[src/rtl/conv_pkg.sv]
// Shared types and helpers for the 3x3 convolution window generator.
package conv_pkg;

    localparam int DEFAULT_DATA_W = 8;
    localparam int WIN_TAPS       = 9;

    typedef enum logic [1:0] {
        IDLE,
        RUN,
        DRAIN
    } state_t;

    // Flattened tap index: r=0 is the oldest row, c=0 the leftmost column.
    function automatic int win_idx(input int r, input int c);
        return 3 * r + c;
    endfunction

endpackage

[src/rtl/conv_line_buffer.sv]
// One image row of pixel storage: combinational read, synchronous write at the same address.
module conv_line_buffer
    import conv_pkg::*;
#(
    parameter int DATA_W = DEFAULT_DATA_W,
    parameter int DEPTH  = 8,
    localparam int AW    = $clog2(DEPTH)
) (
    input  logic              clk,
    input  logic              we,
    input  logic [AW-1:0]     addr,
    input  logic [DATA_W-1:0] wdata,
    output logic [DATA_W-1:0] rdata
);

    logic [DATA_W-1:0] mem [DEPTH];

    // The read sees the old word in the same cycle it is overwritten.
    assign rdata = mem[addr];

    always_ff @(posedge clk) begin
        if (we) begin
            mem[addr] <= wdata;
        end
    end

endmodule

[src/rtl/conv_window_gen.sv]
// Turns a raster-order pixel stream into every fully populated 3x3 window of the frame.
module conv_window_gen
    import conv_pkg::*;
#(
    parameter int DATA_W = DEFAULT_DATA_W,
    parameter int IMG_W  = 8,
    parameter int IMG_H  = 8
) (
    input  logic                       clk,
    input  logic                       rst,
    input  logic                       en,
    input  logic [DATA_W-1:0]          pix_in,
    input  logic                       pix_valid,
    output logic                       pix_ready,
    output logic [WIN_TAPS*DATA_W-1:0] win,
    output logic                       win_valid,
    input  logic                       win_ready,
    output logic                       frame_done
);

    localparam int CW = $clog2(IMG_W);
    localparam int RW = $clog2(IMG_H);
    localparam logic [CW-1:0] COL_LAST = CW'(IMG_W - 1);
    localparam logic [RW-1:0] ROW_LAST = RW'(IMG_H - 1);
    localparam logic [CW-1:0] COL_TWO  = CW'(2);
    localparam logic [RW-1:0] ROW_TWO  = RW'(2);

    state_t state, state_nxt;
    logic [CW-1:0] col;
    logic [RW-1:0] row;
    logic [DATA_W-1:0] lb1_rd, lb2_rd;
    logic [DATA_W-1:0] new_col [3];
    logic [WIN_TAPS*DATA_W-1:0] win_nxt;
    logic accept, out_fire, qualify, last_pix, out_free;

    assign out_free = !win_valid || win_ready;
    assign accept   = pix_valid && pix_ready;
    assign out_fire = win_valid && win_ready;
    assign qualify  = (row >= ROW_TWO) && (col >= COL_TWO);
    assign last_pix = (row == ROW_LAST) && (col == COL_LAST);

    conv_line_buffer #(.DATA_W(DATA_W), .DEPTH(IMG_W)) lb1 (
        .clk   (clk),
        .we    (accept),
        .addr  (col),
        .wdata (pix_in),
        .rdata (lb1_rd)
    );

    conv_line_buffer #(.DATA_W(DATA_W), .DEPTH(IMG_W)) lb2 (
        .clk   (clk),
        .we    (accept),
        .addr  (col),
        .wdata (lb1_rd),
        .rdata (lb2_rd)
    );

    always_ff @(posedge clk or posedge rst) begin
        if (rst) begin
            state <= IDLE;
        end else begin
            state <= state_nxt;
        end
    end

    always_comb begin
        state_nxt = state;
        case (state)
            IDLE:    if (en) state_nxt = RUN;
            RUN:     if (accept && last_pix) state_nxt = DRAIN;
            DRAIN:   if (out_free) state_nxt = IDLE;
            default: state_nxt = IDLE;
        endcase
    end

    always_comb begin
        pix_ready  = (state == RUN) && out_free;
        frame_done = (state == DRAIN) && out_free;
    end

    // The last pixel wraps both counters, so row is already zero on entry to DRAIN.
    always_ff @(posedge clk or posedge rst) begin
        if (rst) begin
            col <= '0;
            row <= '0;
        end else if (accept) begin
            if (col == COL_LAST) begin
                col <= '0;
                row <= (row == ROW_LAST) ? '0 : row + 1'b1;
            end else begin
                col <= col + 1'b1;
            end
        end
    end

    assign new_col[0] = lb2_rd;
    assign new_col[1] = lb1_rd;
    assign new_col[2] = pix_in;

    for (genvar r = 0; r < 3; r++) begin : g_row
        for (genvar c = 0; c < 2; c++) begin : g_shift
            assign win_nxt[win_idx(r, c)*DATA_W +: DATA_W] = win[win_idx(r, c + 1)*DATA_W +: DATA_W];
        end
        assign win_nxt[win_idx(r, 2)*DATA_W +: DATA_W] = new_col[r];
    end

    // Taps shift on every accept; stale columns after a row wrap are masked by the col>=2 gate.
    always_ff @(posedge clk or posedge rst) begin
        if (rst) begin
            win       <= '0;
            win_valid <= 1'b0;
        end else begin
            if (accept) begin
                win <= win_nxt;
            end
            if (accept && qualify) begin
                win_valid <= 1'b1;
            end else if (out_fire) begin
                win_valid <= 1'b0;
            end
        end
    end

endmodule

[config.mk]
export PLATFORM = sky130hd
export DESIGN_NAME = conv_window_gen
export DESIGN_NICKNAME = d
export VERILOG_FILES = /design/src/rtl/conv_pkg.sv /design/src/rtl/conv_line_buffer.sv /design/src/rtl/conv_window_gen.sv
export SDC_FILE = /design/constraint.sdc
export NUM_CORES = 1
export LEC_CHECK = 0
export ABC_AREA = 1
export CORE_MARGIN = 5
export CORE_UTILIZATION = 43
export DETAILED_ROUTE_END_ITERATION = 7
export PLACE_DENSITY = 0.68
export SLEW_MARGIN = 15
export SYNTH_ARGS = -nofsm -noshare
export SYNTH_HDL_FRONTEND = slang
export SYNTH_SLANG_ARGS = --single-unit
export TNS_END_PERCENT = 50
[constraint.sdc]
create_clock -name clk -period 3.41 [get_ports clk]
set_clock_uncertainty 0.1 [all_clocks]
set_input_delay 0.682 -clock clk [delete_from_list [all_inputs] [get_ports clk]]
set_output_delay 0.682 -clock clk [all_outputs]
set_load 0.05 [all_outputs]
==> impl_results.md, run 1 <==
- CTS Buffer Depth: 3
- Worst Path Required: approximately 2.6 ns
- Comb pwr share: between 40 and 50%
- Final setup fails: 0
- Run status: finished clean
- GRT Resource Usage Total: between 10% and 20%
- Fraction of layout cells with a size suffix above 1: between 6 and 7%
- Synth Net Count: ~860
- Ports: 88
- Final hold violations: 0
- Vias in the first global route: 5912
- Max-slew headroom: a little over two fifths
- Final std cells w/o fill: ~1200
- Setup Buffers After CTS: 0
- Mapped cell area: about 0.0085 mm²
- Max Fclk: 386.9 MHz
- Sw Share: ~43%
- IO Port Bufs: 87
- Synth top area share: 45.36%
- Max layer used: met4
- Num CTS Buffers: 21
- Clk pwr share: 19.5%
- Measured slew at the worst slew-check pin: between 0.8 and 0.9 ns
- RSZ-0062 raised after global routing: no
- Initial antenna violation count: 0
- Clock latency on the worst-skew pair: 0.51 ns
- Internal power: between 5000 and 6000 µW
- # placed instances: between 1000 and 1500
- Crit-path max FO: 5
- WL met3: 1023 µm
- Hold crit path type: in -> async
- Hold buffer count at CTS: 0
- Total power: ~11000 µW
- Crit path from: win_ready
- Yosys warns: 0
- Routability cong.: a little over 0.8
- Synth area leader: edfxtp_1
- Wirelength per Cell: around 16 µm
- Power Dens Cells: approximately 1000 mW/mm²
- Syn Area/Cell: just over 10 µm²
- Synthesized flop and latch total: between 200 and 250
- Die Area: approximately 0.023 mm²
- Clock root cell: clkbuf_16
- Min cycle time layout: ~2.6 ns
- Multi-input combinational cell area: 0.002370 mm²
- Yosys cell types: 21
- Post-cts sizing count: 0
- Most frequent cells in the layout: nand2_1, edfxtp_1, clkdlybuf4s50_1
- Storage element area: about 0.0059 mm²
- Worst r2r src: col[0]$_DFFE_PP0P_
- Die Ht: 150.4 µm
- Most common cell after layout, fill and taps aside: nand2_1
- Switching power: 4575 µW
- Nets: 950
- Worst Setup End Kind: primary output
- Static leakage: between 0.004 and 0.005 µW
- Detailed Route WL: around 19000 µm
- First-pass GRT wire length: a little over 30000 µm
- Met1 wire length: approximately 8000 µm
- CP arrival: about 1.8 ns
- Flop pwr share: 37.1%
- DP Wirelength: about 12000 µm
- Final ANT Viol Nets: 0
- Die W: about 150 µm
- Worst setup SP type: input pin
- Clk slew on worst S/H paths: 0.06 ns
- Final Instance Area: 0.01029 mm²
- CP Class: in -> out
- Metal2 WL: roughly 9600 µm
- Max rail drop VDD: between 0.5 and 0.6 mV
- Total global routing overflow: 0
- Top post-synthesis cells by area: edfxtp_1, dfrtp_1, nand2_1, nand4_1, buf_2
- Core footprint: about 0.02 mm²
- Gate Count Post-Synth: 843
- CTS tree: yes
- Clk sinks: between 200 and 250
- Max Cap Viol: 0
- Final period util: 75.80%
- Fillers: approximately 1700
- H-Tree Depth: 1
- Drt drc: 0
- Area growth syn-to-layout: 21.49%
- Via count: just under 6000
- First drt pass iteration count: 5
- Post-synthesis sequential area ratio: 69.29%
- Site row count: between 50 and 60
- Initial Util: between 40% and 50%
- Largest net degree at the start of global routing: 73
- Setup total negative slack: 0 ns
- Dpl cell area: between 0.009 and 0.01 mm²
- Ant diodes: 0
- Vias per Instance: around 5
- Initial drt markers: around 390
- Final Max Tran Viols: 0
-- area by class of cell --
class                      count  area share [%]
timing repair buffer         111           10.40
clock buffer                  31           5.567
multi-input combinational    576           23.02
clock inverter                 5          0.2553
inverter                      13          0.4862
tap                          265           3.221
sequential                   209           57.04
-- critical path: stages --
cell and delay (ns):
clkdlybuf4s50_1 0.45, inv_1 0.04, nand2_1 0.17, inv_1 0.09, nor3_1 0.14, buf_4 0.23
-- Yosys cell counts --
master	n
nand2_1	519
edfxtp_1	128
dfrtp_1	81
buf_2	19
nand4_1	17
clkbuf_1	12
inv_1	10
buf_4	9
nand3_1	8
nor4_1	8
nor2_1	6
o21ai_0	6
ha_1	5
buf_1	4
inv_2	3
nor3_1	3
buf_6	1
nand3_4	1
nor2_4	1
o31ai_1	1
o32ai_1	1
-- worst paths after layout --
path / to / slack (ns) / depth (start not counted)
setup / recovery: frame_done / 0.83 / 6
min in group clk: win[7]$_DFFE_PP0P_ / 0.38 / 2
max in group asynchronous: col[0]$_DFFE_PP0P_ / 2.11 / 3
setup reg to reg: lb2.mem[5][1]$_DFFE_PP_ / 1.22 / 7
hold / removal: win[62]$_DFFE_PP0P_ / 0.35 / 2
hold reg to reg: win[7]$_DFFE_PP0P_ / 0.38 / 2
-- per-layer routing --
metal / track usage, % / up-vias
met5: 0 / -
met4: 3.431 / 0
met3: 3.101 / 21
met2: 29.20 / 155
met1: 22.75 / 2874
li1: - / 2892
-- power groups by stage --
stage	Clock [µW]	Combinational (µW)	Sequential (µW)
floorplan	0	1860	5150
global placement	0	4560	3960
detailed placement	0	4610	3960
CTS	2100	4630	3930
global route	2200	4990	4000
finish	2060	4590	3920
-- state kept, by name, indices dropped and copies added (netlist names) --
signal and flops:
win 72, lb1.mem 64, lb2.mem 64, col 3
row 3, state 2, win_valid 1
-- through the flow --
stage	setup slack [ns]	utilization, %	hold slack (ns)
global route	0.7299	52.89	0.3706
floorplan	0.09767	-	0.3778
global placement	0.8102	49.81	0.3628
CTS	0.8167	52.89	0.3494
detailed placement	0.8175	49.81	0.3689
finish	0.8252	52.89	0.3543
-- cell families after synthesis --
family / after synthesis / synth area share, %
AO/OA/AOI/OAI: 8 / 0.5464
adder cells (fa/ha/maj): 5 / 0.7383
AND/OR/NAND/NOR: 563 / 26.09
buffers and inverters: 58 / 3.337
flip-flops: 209 / 69.29
(Power assumes the default switching activity.)
==> inputs of run 2 (changes only) <==
Settings changed: PLACE_DENSITY 0.68 to 0.71.
Clock period 3.41 ns to 2.3 ns, I/O delays scaled along.
==> run 2 against run 1 <==
Net effect: cell count is 1.2% higher; global-route usage is 0.81 points lower; clock-buffer cell count is 1 higher; sequential power is 49% higher; non-clock buffer count is 13 higher; flip-flop and latch count stayed put; first-iteration DRC count is 2.8% higher; final area is 4.0% higher; register-to-register slack worse by 0.91 ns; worst hold slack worse by 0.030 ns; critical path depth is 5 lower; die area stayed put; critical path type is now reg -> out; critical endpoint is now win[65].
==> impl_results.md, run 2 (synthesis results as in run 1) <==
- Largest registers: win x72, lb1.mem x64, lb2.mem x64
- Crit-path max cell delay: 0.83 ns (+0.38 ns)
- Static leakage: 0.005079 µW (+9.6%)
- Final ANT Viol Nets: 0 (unchanged)
- Worst Setup End Kind: primary output
- Power Dens Cells: 1515 mW/mm² (+48%)
- Vias in the first global route: 5751 (-2.7%)
- Met2 Track Usage GR: 26.89% (-2.3 points)
- CP max-delay cell: clkdlybuf4s50_1
- Fillers: 1616 (-5.6%)
- Largest net degree at the start of global routing: 82 (+12%)
- CP Class: reg -> out
- Crit-path max FO: 3 (-2)
- Vias per Instance: 4.810 (-2.1%)
- Initial antenna violation count: 0 (unchanged)
- Ant diodes: 0 (unchanged)
- Clock latency on the worst-skew pair: 0.48 ns (-0.03 ns)
- Routability cong.: 0.7650 (-5.2%)
- DP Wirelength: 11530 µm (-4.5%)
- Wirelength per Cell: 14.74 µm (-6.6%)
- Measured slew at the worst slew-check pin: 0.6957 ns (-0.1561 ns)
- CTS Buffer Depth: 3 (unchanged)
- Ports: 88 (unchanged)
- Initial drt markers: 405 (+2.8%)
- Crit-path cells: clkdlybuf4s50_1
- First-pass GRT wire length: 29420 µm (-4.0%)
- First drt pass iteration count: 5 (unchanged)
- Run status: finished clean
- Core footprint: 0.01946 mm² (unchanged)
- Nets: 963 (+1.4%)
- Final WS setup: 0.04835 ns (-0.7768 ns)
- GRT busiest layer: met2
- Die W: 150.4 µm (unchanged)
- Worst Path Required: 1.74 ns (-0.89 ns)
- Max FFs per register: 72 (unchanged)
- CP arrival: 1.69 ns (-0.11 ns)
- Num CTS Buffers: 21 (unchanged)
- Max rail drop VDD: 1.021 mV (+73%)
- Clock root cell: clkbuf_16
- Site row count: 51 (unchanged)
- GR Util met3: 2.589% (-0.51 points)
- Min cycle time layout: 2.252 ns
- CTS tree: yes
- Drt drc: 0 (unchanged)
- Max-slew headroom: 53.62% (+10 points)
- Hold crit path type: in -> async
- IO Port Bufs: 87 (unchanged)
- Final setup fails: 0 (unchanged)
- H-Tree Depth: 1 (unchanged)
- Via count: 5892 (-0.84%)
- Fraction of layout cells with a size suffix above 1: 9.167% (+2.2 points)
- Most common cell after layout, fill and taps aside: nand2_1
- Worst setup SP type: flop
- Clk sinks: 209 (unchanged)
- Die Area: 0.02261 mm² (unchanged)
- Initial Util: 43.54% (unchanged)
- Final design utilization: 55.00% (+2.1 points)
- Area growth syn-to-layout: 26.33%
- Pre-CTS setup slack: -0.03089 ns (-0.8484 ns)
- Largest Register: win
- RSZ-0062 raised after global routing: no
- Final Max Tran Viols: 0 (unchanged)
- Die Ht: 150.4 µm (unchanged)
- Crit-path leading delay family: buffers and inverters
- Total global routing overflow: 0 (unchanged)
- Max Cap Viol: 0 (unchanged)
- Final hold violations: 0 (unchanged)
- Detailed Route WL: 18060 µm (-5.4%)
- CP bufs+invs: 1 (-3)
- Clk slew on worst S/H paths: 0.06 ns (about the same)
- Met1 usage: 22.47% (-0.28 points)
- Max Fclk: around 440 MHz
- GRT Resource Usage Total: 16.18% (-0.81 points)
- Final period util: between 90 and 100%
- Most frequent cells in the layout: nand2_1, edfxtp_1, dfrtp_1
==> run 2: cell types whose count changed in the layout (fill, tap and decap cells not counted), moves of 6 or more <==
| cell | previous run | this run |
|---|---|---|
| buf_12 | 2 | 9 |
| buf_4 | 24 | 30 |
| clkdlybuf4s50_1 | 85 | 62 |
| dlymetal6s2s_1 | 0 | 23 |
| nor4_2 | 8 | 0 |
| nor4_4 | 0 | 8 |
==> run 2: path summary, 6_finish.rpt <==
| check | depth (start not counted) | end | slack (ns) | start |
|---|---|---|---|---|
| hold reg to reg | 2 | win[6]$_DFFE_PP0P_ | 0.38 | win[6]$_DFFE_PP0P_ |
| setup reg to reg | 4 | lb1.mem[7][5]$_DFFE_PP_ | 0.31 | col[1]$_DFFE_PP0P_ |
| min in group clk | 2 | win[6]$_DFFE_PP0P_ | 0.38 | win[6]$_DFFE_PP0P_ |
| max in group asynchronous | 3 | col[0]$_DFFE_PP0P_ | 1.40 | rst |
| hold / removal | 3 | win[51]$_DFFE_PP0P_ | 0.32 | rst |
| setup / recovery | 1 | win[65] | 0.05 | win[65]$_DFFE_PP0P_ |
==> run 2: cell type report <==
class,count,area [µm²],area share (%)
clock buffer,32,646.9,6.043
clock inverter,6,45.04,0.4208
inverter,13,52.55,0.4909
multi-input combinational,576,2442,22.82
sequential,209,5872,54.86
tap,265,331.6,3.098
timing repair buffer,124,1314,12.27
==> run 2: per-stage QoR <==
stage | power [µW] | area, µm² | instances | hold slack [ns] | TNS, ns
5_1_grt | 17220 | 10700 | 1225 | 0.3603 | 0
6_report | 16220 | 10700 | 1225 | 0.3247 | 0
2_1_floorplan | 10550 | 8603 | 843 | 0.3778 | -0.2616
4_1_cts | 16400 | 10650 | 1225 | 0.3419 | 0
3_5_place_dp | 13040 | 9955 | 1187 | 0.3635 | -0.3397
3_3_place_gp | 12970 | 9955 | 1187 | 0.3644 | -0.2014
==> run 2: worst min-delay path: cells and delay by family <==
kind                   cells  cell delay (ns)
buffers and inverters      3             0.87
==> run 2: timing repair <==
item | CTS | global route
hold buffers | 0 | 0
buffers inserted | 0 | 0
hold endpoints to repair | 0 | 0
endpoints found under the setup margin | 0 | 23
gates resized for setup | 0 | 23
==> run 2: metal layers <==
metal	vias to the layer above	share of wire, %	wire length, µm
li1	2930	-	-
met1	2788	44	7984
met2	147	48	8670
met3	27	5.5	999
met4	0	2.3	407
met5	-	0	0
==> run 2: power breakdown <==
part	switching [µW]	internal [µW]	leakage, µW
Sequential	591	5270	0.00219
Combinational	4920	2130	0.00254
Clock	1350	1960	0.000344
